<file path="config.mk">
export PLATFORM = sky130hd
export DESIGN_NAME = mem_access_ctrl
export DESIGN_NICKNAME = d
export VERILOG_FILES = /design/src/rtl/mem_access_ctrl.sv
export SDC_FILE = /design/constraint.sdc
export NUM_CORES = 1
export LEC_CHECK = 0
export ABC_AREA = 1
export CAP_MARGIN = 20
export CORE_UTILIZATION = 50
export DETAILED_ROUTE_END_ITERATION = 10
export DONT_BUFFER_PORTS = 1
export MAX_ROUTING_LAYER = met4
export PLACE_DENSITY_LB_ADDON = 0.1
export SYNTH_ARGS = -nofsm -noshare
export SYNTH_HDL_FRONTEND = slang
export SYNTH_SLANG_ARGS = --single-unit
export TNS_END_PERCENT = 1
</file>
<file path="constraint.sdc">
create_clock -name CLK -period 1.51 [get_ports CLK]
set_input_delay 0.0755 -clock CLK [delete_from_list [all_inputs] [get_ports CLK]]
set_output_delay 0.0755 -clock CLK [all_outputs]
set_load 0.01 [all_outputs]
</file>
<file path="src/rtl/mem_access_ctrl.sv">
// mem_access_ctrl: memory-stage data-memory access controller.
// Sits between the EX/MEM register and the data memory. It turns
// a load/store into a single word-wide REQ/ACK transaction with
// byte enables, stalls the pipeline for the whole transaction and
// returns extended load data for the MEM/WB register.
//
// Build option: define MISALIGN_TRAP_EN to trap misaligned H/HU/W
// accesses. A trapped access issues no memory request and raises
// MISALIGN for one cycle. Without the macro, the low address bits
// are ignored for alignment and MISALIGN stays 0.
module mem_access_ctrl #(
    parameter int ADDR_WIDTH = 32,
    parameter int DATA_WIDTH = 32
) (
    input  logic                  CLK,
    input  logic                  RESET,
    input  logic                  MEM_READ,
    input  logic                  MEM_WRITE,
    input  logic [2:0]            FUNCT3,
    input  logic [ADDR_WIDTH-1:0] ALU_RESULT,
    input  logic [DATA_WIDTH-1:0] STORE_DATA,
    output logic                  BUSY_WAIT,
    output logic [DATA_WIDTH-1:0] DATA_READED,
    output logic                  MISALIGN,
    output logic                  DMEM_REQ,
    output logic                  DMEM_WE,
    output logic [ADDR_WIDTH-3:0] DMEM_ADDR,
    output logic [DATA_WIDTH-1:0] DMEM_WDATA,
    output logic [3:0]            DMEM_BE,
    input  logic                  DMEM_ACK,
    input  logic [DATA_WIDTH-1:0] DMEM_RDATA
);

    typedef enum logic [1:0] {IDLE, ACCESS, DONE} state_t;
    typedef enum logic [1:0] {SZ_B, SZ_H, SZ_W} size_t;

    // Access size from FUNCT3; the unsupported codes 011/110/111 fall to word.
    function automatic size_t decode_size(input logic [2:0] f3);
        case (f3[1:0])
            2'b00:   return SZ_B;
            2'b01:   return SZ_H;
            default: return SZ_W;
        endcase
    endfunction

    // Byte offset actually used: halfwords only look at a[1], words at none.
    function automatic logic [1:0] lane_offset(input size_t sz, input logic [1:0] a);
        case (sz)
            SZ_B:    return a;
            SZ_H:    return {a[1], 1'b0};
            default: return 2'b00;
        endcase
    endfunction

    // Byte enables for the selected lane(s).
    function automatic logic [3:0] store_be(input size_t sz, input logic [1:0] off);
        case (sz)
            SZ_B:    return 4'b0001 << off;
            SZ_H:    return off[1] ? 4'b1100 : 4'b0011;
            default: return 4'b1111;
        endcase
    endfunction

    // Store data replicated across all lanes so the memory can pick any lane.
    function automatic logic [31:0] store_wdata(input size_t sz, input logic [31:0] d);
        case (sz)
            SZ_B:    return {4{d[7:0]}};
            SZ_H:    return {2{d[15:0]}};
            default: return d;
        endcase
    endfunction

    // Extract the addressed byte/halfword and sign- or zero-extend it.
    function automatic logic [31:0] load_extend(input size_t sz, input logic uns,
                                                input logic [1:0] off,
                                                input logic [31:0] rdata);
        logic [7:0]  b;
        logic [15:0] h;
        b = rdata[{off, 3'b000} +: 8];
        h = off[1] ? rdata[31:16] : rdata[15:0];
        case (sz)
            SZ_B:    return uns ? {24'h000000, b} : {{24{b[7]}}, b};
            SZ_H:    return uns ? {16'h0000, h} : {{16{h[15]}}, h};
            default: return rdata;
        endcase
    endfunction

`ifdef MISALIGN_TRAP_EN
    // Halfwords need a[0]=0, words need a=00; bytes are always aligned.
    function automatic logic is_misaligned(input size_t sz, input logic [1:0] a);
        case (sz)
            SZ_B:    return 1'b0;
            SZ_H:    return a[0];
            default: return a != 2'b00;
        endcase
    endfunction
`endif

    state_t     state;
    size_t      ld_size;
    logic       ld_uns;
    logic       ld_read;
    logic [1:0] ld_off;

    logic       req_any;
    size_t      req_size;
    logic [1:0] req_off;
    logic       trap;

    assign req_any  = MEM_READ | MEM_WRITE;
    assign req_size = decode_size(FUNCT3);
    assign req_off  = lane_offset(req_size, ALU_RESULT[1:0]);

`ifdef MISALIGN_TRAP_EN
    assign trap = is_misaligned(req_size, ALU_RESULT[1:0]);
`else
    assign trap = 1'b0;
`endif

    // Stall while a request is being detected or is outstanding; DONE lets the pipeline move.
    always_comb begin
        BUSY_WAIT = ~RESET & (((state == IDLE) & req_any) | (state == ACCESS));
    end

    // Transaction FSM with registered memory-side outputs and load result.
    always_ff @(posedge CLK) begin
        if (RESET) begin
            state       <= IDLE;
            DMEM_REQ    <= 1'b0;
            DMEM_WE     <= 1'b0;
            DMEM_ADDR   <= '0;
            DMEM_WDATA  <= '0;
            DMEM_BE     <= 4'b0000;
            DATA_READED <= '0;
            MISALIGN    <= 1'b0;
            ld_size     <= SZ_W;
            ld_uns      <= 1'b0;
            ld_read     <= 1'b0;
            ld_off      <= 2'b00;
        end else begin
            case (state)
                IDLE: begin
                    MISALIGN <= 1'b0;
                    if (req_any) begin
                        // Remember how to extract the load once the word comes back.
                        ld_size <= req_size;
                        ld_uns  <= FUNCT3[2];
                        ld_off  <= req_off;
                        ld_read <= ~MEM_WRITE;
                        if (trap) begin
                            MISALIGN <= 1'b1;
                            state    <= DONE;
                        end else begin
                            DMEM_REQ   <= 1'b1;
                            DMEM_WE    <= MEM_WRITE;
                            DMEM_ADDR  <= ALU_RESULT[ADDR_WIDTH-1:2];
                            DMEM_WDATA <= store_wdata(req_size, STORE_DATA);
                            DMEM_BE    <= store_be(req_size, req_off);
                            state      <= ACCESS;
                        end
                    end
                end
                ACCESS: begin
                    if (DMEM_ACK) begin
                        DMEM_REQ <= 1'b0;
                        if (ld_read) begin
                            DATA_READED <= load_extend(ld_size, ld_uns, ld_off, DMEM_RDATA);
                        end
                        state <= DONE;
                    end
                end
                DONE: begin
                    // The same instruction is still presented here; returning
                    // to IDLE only after this cycle keeps it from re-issuing.
                    MISALIGN <= 1'b0;
                    state    <= IDLE;
                end
                default: begin
                    state <= IDLE;
                end
            endcase
        end
    end

endmodule

</file>
# ---- Word-level counts from Yosys, hierarchy flattened
# Index checks and enable logic that the tools add are counted.
dict set report op_classes {
  eq_ne 6
  shift 2
  n_mux 15
  bitwise 6
  reduce_logical 9
}
# operator n
set ops {}
lappend ops {{$pmux W32 S2} 2}
lappend ops {{$mux W32} 2}
lappend ops {{$shiftx A32 B6 Y8} 1}
lappend ops {{$mux W16} 1}
lappend ops {{$pmux W2 S2} 3}
lappend ops {{$eq A2 B1 Y1 const B} 4}
lappend ops {{$logic_not A2 Y1} 4}
lappend ops {{$pmux W4 S2} 1}
lappend ops {{$reduce_and A3 Y1} 2}
lappend ops {{$mux W2} 2}
lappend ops {{$mux W4} 1}
lappend ops {{$ne A2 B2 Y1 const B} 2}
lappend ops {{$reduce_and A2 Y1} 2}
lappend ops {{$shl A1 B2 Y4 const A} 1}
lappend ops {{$and A1 B1 Y1} 2}
lappend ops {{$mux W1} 2}
lappend ops {{$not A1 Y1} 2}
lappend ops {{$or A1 B1 Y1} 2}
lappend ops {{$pmux W1 S2} 1}
lappend ops {{$reduce_bool A2 Y1} 1}
dict set report totals {
  register_bits 108
  inputBits 104
  output_inout_bits 102
}

# ---- Depth between registers and ports, before layout
dict set report logic_depth {
  word_depth 6
  ltp_mapped 10
  mapped_depth_nobuf 9
}

# ---- Worst setup path after synthesis
# OpenSTA, ideal clock, no wires.
dict set report synth_timing {
  path_type {reg-to-reg}
  start {register ld_off[1]}
  end {register DATA_READED[16]}
  arrival_ps 1150
  slack_ps 239
  stages_incl_launch_ff 10
  path_buffers 2
  period_less_slack_ps 1271
  cell_sequence {dfxtp_1 -> buf_4 -> inv_4 -> nand2_1 -> nand2_1 -> nand2_2 -> nand2_2 -> a21oi_4 -> buf_6 -> a21oi_2}
}
dict set report synth_via {
  elab_chain_len 3
  word_cells_on_any_way 5
}
# element line_no
set synth_rtl {}
lappend synth_rtl {{start: declaration} 103} ;# logic [1:0] ld_off;
lappend synth_rtl {{start signal: assignment} 148} ;# ld_off <= req_off;
lappend synth_rtl {{$shiftx A32 B6 Y8 or $mux W16 (tied branches)} {79, 80}}
lappend synth_rtl {{$mux W32, on equally long branches} {82, 83}}
lappend synth_rtl {{$pmux W32 S2 *} 81} ;# case (sz)
lappend synth_rtl {{end signal: assignment} 167} ;# DATA_READED <= load_extend(ld_size, ld_uns, ld_off, DMEM_RDATA);
lappend synth_rtl {{end: declaration} 23} ;# output logic [DATA_WIDTH-1:0] DATA_READED,
# Every way passes the cells marked *; elsewhere a longest branch is shown, timed or not.
# A chain may end at the register's enable or synchronous reset.

# ---- Worst setup path after layout
dict set report layout_timing {
  start {register state[1]}
  end {output BUSY_WAIT}
}
dict set report layout_via {
  elab_chain_len 4
  word_cells_on_any_way 5
}
# element line_no
set layout_rtl {}
lappend layout_rtl {{start: declaration} 99} ;# state_t state;
lappend layout_rtl {{start signal: assignment} 128} ;# state <= IDLE;
lappend layout_rtl {{start signal: assignment} 152} ;# state <= DONE;
lappend layout_rtl {{start signal: assignment} 159} ;# state <= ACCESS;
lappend layout_rtl {{$logic_not A2 Y1} 122} ;# BUSY_WAIT = ~RESET & (((state == IDLE) & req_any) | (state == ACCESS));
lappend layout_rtl {{$and A1 B1 Y1} 122}
lappend layout_rtl {{$or A1 B1 Y1 *} 122}
lappend layout_rtl {{$and A1 B1 Y1 *} 122}
lappend layout_rtl {{end: declaration} 22} ;# output logic BUSY_WAIT,
# Marked as above.

==> results.py <==
metrics = {
    "routing": {
        "number_of_design_rule_violations_left_after_detail_routing": 0,
        "detail_route.vias_per_cell": 5.56,
        "dr_wl_met2_um": 6820,
        "route.final.wire_length_um": 14600,
        "detail_route.wirelength.met1_um": 5970,
        "maxUsedRoutingLayer": "met4",
        "postRouteAntennaNets": 0,
        "route.met3.wl_um": 1270,
        "drt_first_pass_iters": 5,
        "iter_0_drt_violations": 315,
        "mean_routed_wirelength_per_cell_um": 17.0,
        "route.vias.total": 4770,
    },
    "job": {
        "cap_violations": 0,
    },
    "pwr": {
        "powerDensity_nw_per_um2": 1050,
        "overall_power_mw": 6.39,
        "ir_drop_mv": 0.563,
        "leakagePower_nw": 2.56,
    },
    "setup_path": {
        "timing.critical_path.buf_inv": 1,
        "cp_num_cells": 4,
        "crit_path_end_kind": "output port",
        "criticalPathCategory": "reg2out",
        "critPathArrivalTime_ps": 1350,
        "cp-start-kind": "flip-flop",
        "crit_path_top_delay_cell": "sky130_fd_sc_hd__dfxtp_1",
        "worst_path_largest_cell_delay_ps": 330,
        "worst-path-max-fanout": 32,
        "worst_path_required_ps": 1430,
        "top_delay_family_on_crit_path": "flip-flops",
        "rr_worst_depth": 7,
        "critical_path.cell_chain": "nor2_1, nand2_2, buf_6, a21oi_2",
    },
    "cts": {
        "clock-root-buffer": "sky130_fd_sc_hd__clkbuf_8",
        "cts.htree.levels": 3,
        "cts_tree": "done",
        "insertion_delay_ps": 370,
        "cts.sink_count": 108,
        "number_of_clock_buffers_inserted_by_tritoncts": 9,
        "max-clock-path-buffers": 2,
        "worst_setup_hold_path_clk_slew_ps": 110,
    },
    "timing": {
        "setup_repair_after_global_routing_missed_its_margin": "true",
        "finalWorstPathRequiredPeriod_ps": 1420,
        "fin_worst_skew_ps": 16.0,
        "finalCritPeriodShare": 0.943,
        "fmax_mhz": 703,
        "endpoints_failing_setup": 0,
        "final_slew_viol_count": 0,
        "hold_viol": 0,
    },
    "die": {
        "placement_rows": 34,
        "core_area_um2": 8890,
        "chipHeight_um": 98.8,
        "initial_utilization": 0.527,
        "io-pin-count": 206,
        "floorplan.die_area_um2": 9760,
        "fp.dieW_um": 98.8,
    },
    "yosys": {
        "ys_dominant_reg_cell": "sky130_fd_sc_hd__dfxtp_1",
        "cell_with_the_most_instances_after_synthesis": "sky130_fd_sc_hd__nand2_1",
        "synth.cell_area_um2": 4680,
        "syn-mean-instance-area_um2": 7.10,
        "yosysWarningCount": 0,
        "cell_types_with_the_largest_area_share_after_synthesis": "sky130_fd_sc_hd__dfxtp_1, sky130_fd_sc_hd__nand2_1, sky130_fd_sc_hd__a21oi_1",
        "synth.lib_cells_used.distinct": 30,
        "synth_top_cells_by_count": "sky130_fd_sc_hd__nand2_1, sky130_fd_sc_hd__dfxtp_1, sky130_fd_sc_hd__nor2_1",
        "postSynthNetCount": 764,
        "ys_seq_area_frac": 0.462,
        "synth_async_sr_flop_share": 0,
        "syn-instance-count": 660,
        "netlist.area_leader.share": 0.462,
        "synth_largest_area_cell": "sky130_fd_sc_hd__dfxtp_1",
        "synth_seq_cells": 108,
        "synth_edf_count": 0,
    },
    "global_routing": {
        "grt_overflow_total": 0,
        "grt_antenna_before_repair": 0,
        "via_count_of_the_first_global_routing_pass": 4651,
        "first_pass_grt_wire_length_um": 22800,
        "grtUsageTotal": 0.303,
        "largest_net_degree_at_the_start_of_global_routing": 48,
    },
    "layout": {
        "layout-drive-gt1-share": 0.0920,
        "final_area_um2": 6060,
        "fillerInstances": 754,
        "antenna_cells_inserted": 0,
        "final_nets": 849,
        "area_delta_synth_final_pct": 29.5,
    },
    "status": {
        "status": "finished clean",
    },
    "place": {
        "gpl.final_weighted_congestion": 0.912,
        "io_buffer_count": 0,
        "placed_cell_area_um2": 4780,
        "dpl.hpwl_um": 9030,
    },
    "worst_hold_path": {
        "worst_hold_path.num_cells": 6,
        "hold_path.class": "in2reg",
    },
}
[metal layers]
metal / track usage / up-vias
met2: 0.480 / 268
met1: 0.351 / 2138
met4: 0.155 / 0
met5: - / -
li1: - / 2311
met3: 0.0823 / 53
[layout by cell type, fill, tap and decap left out]
master and count:
sky130_fd_sc_hd__clkinvlp_4 1, sky130_fd_sc_hd__o21ai_1 1, sky130_fd_sc_hd__nand2_2 5, sky130_fd_sc_hd__bufinv_16 1
sky130_fd_sc_hd__inv_6 2, sky130_fd_sc_hd__nand4_1 7, sky130_fd_sc_hd__a21oi_2 12, sky130_fd_sc_hd__nand2_1 144
sky130_fd_sc_hd__or2_2 1, sky130_fd_sc_hd__conb_1 1, sky130_fd_sc_hd__clkbuf_8 9, sky130_fd_sc_hd__a211oi_1 2
sky130_fd_sc_hd__inv_4 4, sky130_fd_sc_hd__dfxtp_1 107, sky130_fd_sc_hd__nand3_1 15, sky130_fd_sc_hd__inv_1 39
sky130_fd_sc_hd__nor3_1 1, sky130_fd_sc_hd__buf_4 11, sky130_fd_sc_hd__nor2_8 1, sky130_fd_sc_hd__o21ai_0 71
sky130_fd_sc_hd__o21a_1 1, sky130_fd_sc_hd__nor2_1 97, sky130_fd_sc_hd__inv_8 3, sky130_fd_sc_hd__a21oi_1 79
sky130_fd_sc_hd__nor2_4 2, sky130_fd_sc_hd__nor2_2 4, sky130_fd_sc_hd__dlygate4sd3_1 100, sky130_fd_sc_hd__buf_12 6
sky130_fd_sc_hd__a21oi_4 1, sky130_fd_sc_hd__o22ai_1 8, sky130_fd_sc_hd__buf_6 2, sky130_fd_sc_hd__nand2_4 1
sky130_fd_sc_hd__a31oi_1 8, sky130_fd_sc_hd__dfxtp_2 1, sky130_fd_sc_hd__inv_2 2
[through the flow]
| step | utilization | hold WS [ps] | instances | TNS (ps) | setup WS (ps) |
|---|---|---|---|---|---|
| after global routing | 0.682 | 26.0 | 858 | -4.53 | -4.53 |
| after CTS | 0.679 | 0.339 | 858 | 0 | 78.1 |
| after detailed placement | 0.537 | 157 | 738 | 0 | 122 |
| final | 0.682 | 12.7 | 858 | 0 | 86.6 |
| after floorplan | - | 166 | 660 | 0 | 239 |
| after global placement | 0.537 | 158 | 738 | 0 | 156 |
[final cells by class]
type	count	area, um2	area share
clock buffer	9	124	0.0204
clock inverter	7	88.8	0.0146
inverter	45	179	0.0295
multi-input combinational	462	2150	0.354
sequential	108	2160	0.357
tap	108	135	0.0223
timing repair buffer	119	1230	0.202
[worst register-to-register path: stages (launching register included)]
cell and delay (ps):
sky130_fd_sc_hd__dfxtp_1 330, sky130_fd_sc_hd__nor2_1 160, sky130_fd_sc_hd__nand2_2 90, sky130_fd_sc_hd__buf_4 180, sky130_fd_sc_hd__nor2_2 100, sky130_fd_sc_hd__buf_6 180, sky130_fd_sc_hd__nand2_1 100, sky130_fd_sc_hd__a31oi_1 210
[power breakdown]
group | leakage, nW | switching, mW | internal (mW) | total (mW)
clock network | 0.106 | 1.07 | 0.815 | 1.88
registers | 0.889 | 0.268 | 3.08 | 3.35
logic | 1.57 | 0.663 | 0.503 | 1.17
[final timing paths]
kind,start,to,slack [ps]
hold / removal,DMEM_RDATA[1],DATA_READED[1],10
hold reg to reg,ld_read,ld_read,480
setup / recovery,state[1],BUSY_WAIT,90
setup reg to reg,state[1],DMEM_WDATA[30],110
[flip-flops by register name (all words and copies together) (netlist names)]
name	flops
ld_off	2
DMEM_BE	4
DMEM_WE	1
ld_uns	1
ld_size	2
ld_read	1
DMEM_ADDR	30
state	2
DMEM_WDATA	32
DATA_READED	32
DMEM_REQ	1
[logic make-up (layout without fill, tap and decap cells)]
family          count (synthesis)  in the layout  share of synthesized area
flops                         108            108                      0.462
simple gates                  278            278                      0.242
compound gates                183            183                      0.212
other cells                     1              1                   0.000801
buf+inv                        90            180                     0.0839
[what timing repair did]
item / in CTS / in global routing
buffers inserted: 3 / 0
endpoints found under the hold margin: 107 / 0
gates resized for setup: 2 / 9
setup endpoints to repair: 1 / 10
pin swaps: 1 / 0
hold buffers: 101 / 0
Power figures use the tool's default switching activity.
